<file path="config.mk">
export PLATFORM = sky130hd
export DESIGN_NAME = interrupt_controller
export DESIGN_NICKNAME = d
export VERILOG_FILES = /design/src/rtl/interrupt_controller.sv
export SDC_FILE = /design/constraint.sdc
export NUM_CORES = 1
export LEC_CHECK = 0
export BUFFER_PORTS_ARGS = -buffer_cell sky130_fd_sc_hd__buf_2
export CAP_MARGIN = 10
export CELL_PAD_IN_SITES_DETAIL_PLACEMENT = 0
export CELL_PAD_IN_SITES_GLOBAL_PLACEMENT = 1
export CORE_MARGIN = 8
export CORE_UTILIZATION = 36
export CTS_BUF_LIST = sky130_fd_sc_hd__clkbuf_4 sky130_fd_sc_hd__clkbuf_8
export DETAILED_ROUTE_END_ITERATION = 10
export GPL_ROUTABILITY_DRIVEN = 0
export GPL_TIMING_DRIVEN = 0
export PLACE_DENSITY = 0.92
export SYNTH_ARGS = -nofsm -noshare
export SYNTH_HDL_FRONTEND = slang
export SYNTH_SLANG_ARGS = --single-unit
</file>
<file path="constraint.sdc">
create_clock -name clk -period 2.03 [get_ports clk]
set_clock_uncertainty 0.05 [all_clocks]
set_input_delay 0.406 -clock clk [delete_from_list [all_inputs] [get_ports clk]]
set_output_delay 0.406 -clock clk [all_outputs]
set_load 0.005 [all_outputs]
</file>
<file path="src/rtl/interrupt_controller.sv">
// Edge-latched, masked, lowest-index-first interrupt sequencer; irq rises two cycles after a line edge.
// No backpressure: irq waits in REQUEST for instr_boundary, then delivery waits for call_isr_ack and reti_done.
module interrupt_controller #(
    parameter int          IRQ_COUNT   = 4,
    parameter logic [9:0]  VECTOR_BASE = 10'h001,
    parameter logic [5:0]  MASK_ADDR   = 6'h3B,
    parameter logic [5:0]  PEND_ADDR   = 6'h3A
) (
    input  logic                 clk,
    input  logic                 reset,
    input  logic [IRQ_COUNT-1:0] irq_lines,
    input  logic                 sreg_i,
    input  logic                 instr_boundary,
    input  logic                 call_isr_ack,
    input  logic                 reti_done,
    input  logic [5:0]           io_addr,
    input  logic                 io_wr,
    input  logic [7:0]           io_data_in,
    output logic [7:0]           io_data_out,
    output logic                 irq,
    output logic [9:0]           isr_vector,
    output logic [2:0]           irq_id
);

    typedef enum logic [1:0] {
        IDLE,
        REQUEST,
        WAIT_ACK,
        IN_SERVICE
    } state_t;

    state_t               state_q, state_d;
    logic [IRQ_COUNT-1:0] prev_q, prev_d;
    logic [IRQ_COUNT-1:0] pending_q, pending_d;
    logic [IRQ_COUNT-1:0] mask_q, mask_d;
    logic [9:0]           isr_vector_q, isr_vector_d;
    logic [2:0]           irq_id_q, irq_id_d;

    logic [IRQ_COUNT-1:0] active;
    logic [IRQ_COUNT-1:0] edge_set;
    logic [IRQ_COUNT-1:0] wr_clear;
    logic [IRQ_COUNT-1:0] ack_clear;
    logic [IRQ_COUNT-1:0] id_onehot;
    logic [2:0]           winner;
    logic                 id_active;
    logic                 pend_wr;
    logic                 mask_wr;
    logic                 unused_data_bits;

    assign unused_data_bits = ^io_data_in;

    assign active    = pending_q & mask_q;
    assign edge_set  = irq_lines & ~prev_q;
    assign pend_wr   = io_wr && (io_addr == PEND_ADDR);
    assign mask_wr   = io_wr && (io_addr == MASK_ADDR);
    assign id_onehot = IRQ_COUNT'(1) << irq_id_q;
    assign id_active = |(active & id_onehot);

    // Scan from the top so the lowest set index is the last one written.
    always_comb begin
        winner = 3'd0;
        for (int k = IRQ_COUNT - 1; k >= 0; k--) begin
            if (active[k]) begin
                winner = 3'(k);
            end
        end
    end

    always_comb begin
        state_d      = state_q;
        isr_vector_d = isr_vector_q;
        irq_id_d     = irq_id_q;
        ack_clear    = '0;
        irq          = 1'b0;
        unique case (state_q)
            IDLE: begin
                if (sreg_i && (|active)) begin
                    irq_id_d     = winner;
                    isr_vector_d = VECTOR_BASE + {7'd0, winner};
                    state_d      = REQUEST;
                end
            end
            REQUEST: begin
                // Withdrawal takes precedence so a stale request never reaches decode.
                if (!sreg_i || !id_active) begin
                    state_d = IDLE;
                end else if (instr_boundary) begin
                    irq     = 1'b1;
                    state_d = WAIT_ACK;
                end
            end
            WAIT_ACK: begin
                if (call_isr_ack) begin
                    ack_clear = id_onehot;
                    state_d   = IN_SERVICE;
                end
            end
            IN_SERVICE: begin
                if (reti_done) begin
                    state_d = IDLE;
                end
            end
            default: state_d = IDLE;
        endcase
    end

    // Clears are applied before sets so a same-cycle edge always survives.
    always_comb begin
        wr_clear  = pend_wr ? io_data_in[IRQ_COUNT-1:0] : '0;
        pending_d = (pending_q & ~(wr_clear | ack_clear)) | edge_set;
        mask_d    = mask_wr ? io_data_in[IRQ_COUNT-1:0] : mask_q;
        prev_d    = irq_lines;
    end

    always_comb begin
        io_data_out = 8'h00;
        if (io_addr == MASK_ADDR) begin
            io_data_out = 8'(mask_q);
        end else if (io_addr == PEND_ADDR) begin
            io_data_out = 8'(pending_q);
        end
    end

    always_ff @(posedge clk or posedge reset) begin
        if (reset) begin
            state_q      <= IDLE;
            prev_q       <= '0;
            pending_q    <= '0;
            mask_q       <= '0;
            isr_vector_q <= 10'd0;
            irq_id_q     <= 3'd0;
        end else begin
            state_q      <= state_d;
            prev_q       <= prev_d;
            pending_q    <= pending_d;
            mask_q       <= mask_d;
            isr_vector_q <= isr_vector_d;
            irq_id_q     <= irq_id_d;
        end
    end

    assign isr_vector = isr_vector_q;
    assign irq_id     = irq_id_q;

endmodule

</file>
==> reports/summary.md <==
• largest net degree at the start of global routing: 20
• top post-synthesis cells by count: 19 x dfrtp_1, 13 x nand2_1, 12 x buf_4
• overall power: 1.13 mW
• power per cell area: 790 nW/um^2
• Period minus WS final: 2.10 ns
• worst rel slew slack: 0.523
• VDD IR-drop max: 0.433 mV
• combinational family with the most area after synthesis: simple AND/OR/NAND/NOR gates
• crit path DAT: 1.65 ns
• area fraction in and, or, nand and nor cells after synthesis: 0.209
• net switching component of the power: 365 uW
• final cell count without fillers: 193
• internal power: 764 uW
• logic gate share of total power: 0.382
• max-slew violation count: 0
• outcome: finished, violations left
• worst slack on hold paths: 0.164 ns
• insertion delay to the later sink of the worst-skew pair: 0.29 ns
• arithmetic-cell share of the synthesized area counting full adders, half adders and majority gates: 0.0116
• register share of total power: 0.455
• clock share of power: 0.163
• TritonCTS buffer count: 3
• synth top area cells: dfrtp_1 44%, buf_4 8.4%, nand2_1 4.5%
• fraction of layout cells with a size suffix above 1: 0.463
• Max Cap Violations: 0
• hold crit path type: primary input to async pin
• post-synthesis instance total: 104
• diodes inserted: 0
• required time reported for the critical path endpoint: 1.57 ns
• number of placed I/O pins: 47
• minimum setup slack after placement: 0.205 ns
• library cell with the highest instance count after synthesis: dfrtp_1
• net switching share of the total power: 0.323
• global-route layer with the greatest usage: met2
• Site Rows: 20
• H-tree depth reported by CTS: 1
• dominant register cell in the synthesized netlist: dfrtp_1
• R2R Setup Slk: 0.24 ns
• global router's overall resource usage: 0.110
• overflow left after global routing: 0
• Compound-Gate Fraction of Synth Area: 0.0977
• M2 GR Usage: 0.219
• Max Clock Freq: 475 MHz
• Final setup violation count: 1
• clock root buffer master: clkbuf_4
• Post-Route WL: 2.63 mm
• detailed-route vias per instance: 4.66
• met1 track utilization from global routing: 0.104
• via count of the first global-routing pass: 1,018
• FFs w/ async S/R, synth: 1.00
• final hold viol count: 0
• final setup margin: -0.0738 ns
• Least-Margin Pin Slew: 0.715 ns
• cell area after technology mapping: 1080 um^2
• Cell Count Post-Placement: 177
• area inside the core boundary: 2950 um^2
• Longest Clk Path Bufs: 2
• number of storage elements in the synthesis netlist: 19
• global-route wire length before repair: 4.50 mm
• number of DRC markers in iteration 0: 21
• leakage dissipation: 0.729 nW
• ANT nets after route: 0
• count of flip-flops with a built-in enable after synthesis: 0
• area enclosed by the die boundary: 4990 um^2
• worst-path fanout max: 2
• fraction of synthesized cell area in xor and xnor cells: 0
• Vert. Die Dim: 70.7 um
• 1st-pass router iterations: 4
• DR DRC count: 0
• area added between synthesis and finish: 32.9%
• Worst Setup End Kind: output pin
• CTS clock-pin slew for the worst setup and hold paths: 0.11 ns
• Critical Setup Path Class: register to output pin
• share of the synthesized area in the top cell type: 0.442
• GR Util met3: 0.0169
• width of the die: 70.7 um
• register area share after synthesis: 0.442
• violated checks: negative setup slack
• unrepaired setup endpoints after global routing: true
• Num Clock Sinks: 19
• Starting Density: 0.364
• cell accounting for the most synthesized area: dfrtp_1
• post-synthesis mux area share: 0.128
• area post-placement: 1300 um^2
• routed vias: 899
• post-synthesis average cell area: 10.3 um^2
• post-detailed-route wirelength per cell: 13.6 um
• count of port buffers added during placement: 29
• final period utilization: 1.04
• hold bufs inserted after CTS: 0
• number of distinct library cell variants in the gate-level netlist after synthesis: 33
• Warnings, synthesis: 0
• CTS tree: built
• Final nets: 187
• sort of element at the start of the critical path: register
• final design instance area without fill: 1430 um^2
• DP HPWL: 2.04 mm
• initial antenna violation count: 0
[metrics by stage]
stage          setup TNS [ns]   util
2_1_floorplan               0      -
3_3_place_gp                0  0.442
3_5_place_dp                0  0.442
4_1_cts               -0.0570  0.477
5_1_grt                -0.131  0.484
6_report              -0.0738  0.484
[final timing paths]
path / depth (start not counted) / start / endpoint
max: 4 / mask_q[1] / irq
max reg2reg: 7 / mask_q[1] / isr_vector[1]
max in group asynchronous: 2 / reset / pending_q[0]
min reg2reg: 1 / isr_vector[0] / isr_vector[0]
min in group clk: 1 / irq_lines[2] / prev_q[2]
min: 2 / reset / mask_q[0]
[timing repair]
action,CTS,global route
endpoints found under the setup margin,1,1
endpoints found under the hold margin,0,0
pin swaps,2,0
setup buffers,9,3
gates resized for setup,2,0
cloned,0,0
[registers in the layout, summed over array words and instances (netlist names), named ones only]
register / count
mask_q: 4
prev_q: 4
isr_vector: 3
pending_q: 4
state_q: 1
irq_id: 2
[layout by cell type (no fill, tap or decap), drive strengths merged, types with 2 or more instances in the layout]
| master | n |
|---|---|
| nor3 | 2 |
| nor2 | 6 |
| nand2 | 13 |
| nor2b | 4 |
| conb | 12 |
| mux2 | 6 |
| nand3 | 3 |
| dfrtp | 19 |
| mux2i | 4 |
| nand2b | 2 |
| clkbuf | 4 |
| a31o | 2 |
| buf | 53 |
| inv | 6 |
| and2 | 5 |
| o21ai | 4 |
[power by group through the flow]
stage               registers [mW]  logic, mW  clock network (mW)
floorplan                    0.520      0.252                   0
global placement             0.528      0.347                   0
detailed placement           0.533      0.355                   0
CTS                          0.510      0.420               0.192
global route                 0.526      0.478               0.207
finish                       0.514      0.431               0.184
[routing by layer]
layer / part of all wire / wire (um)
met5: 0 / 0
met4: 0.025 / 65
met3: 0.032 / 85
met2: 0.56 / 1490
met1: 0.38 / 995
[final cells by class]
cell class | count | area (um^2)
clock buffers | 3 | 22.5
multi-input cells | 77 | 528
plain buffers | 13 | 93.8
fillers | 289 | 1520
repair buffers | 41 | 241
flip-flops and latches | 19 | 475
inverters | 6 | 22.5
well taps | 33 | 41.3
clock inverters | 1 | 5.00
[worst max-delay path: stages (launching register included)]
cell and delay [ns]:
dfrtp_1 0.41, and2_4 0.17, mux4_2 0.48, and4_4 0.19, buf_6 0.11
[kinds of logic after synthesis]
| kind of cell | after synthesis |
|---|---|
| AO/OA/AOI/OAI | 13 |
| adder cells (fa/ha/maj) | 1 |
| buffers and inverters | 19 |
| flip-flops | 19 |
| multiplexers | 11 |
| other | 1 |
| AND/OR/NAND/NOR | 40 |
Power figures use the tool's default switching activity.
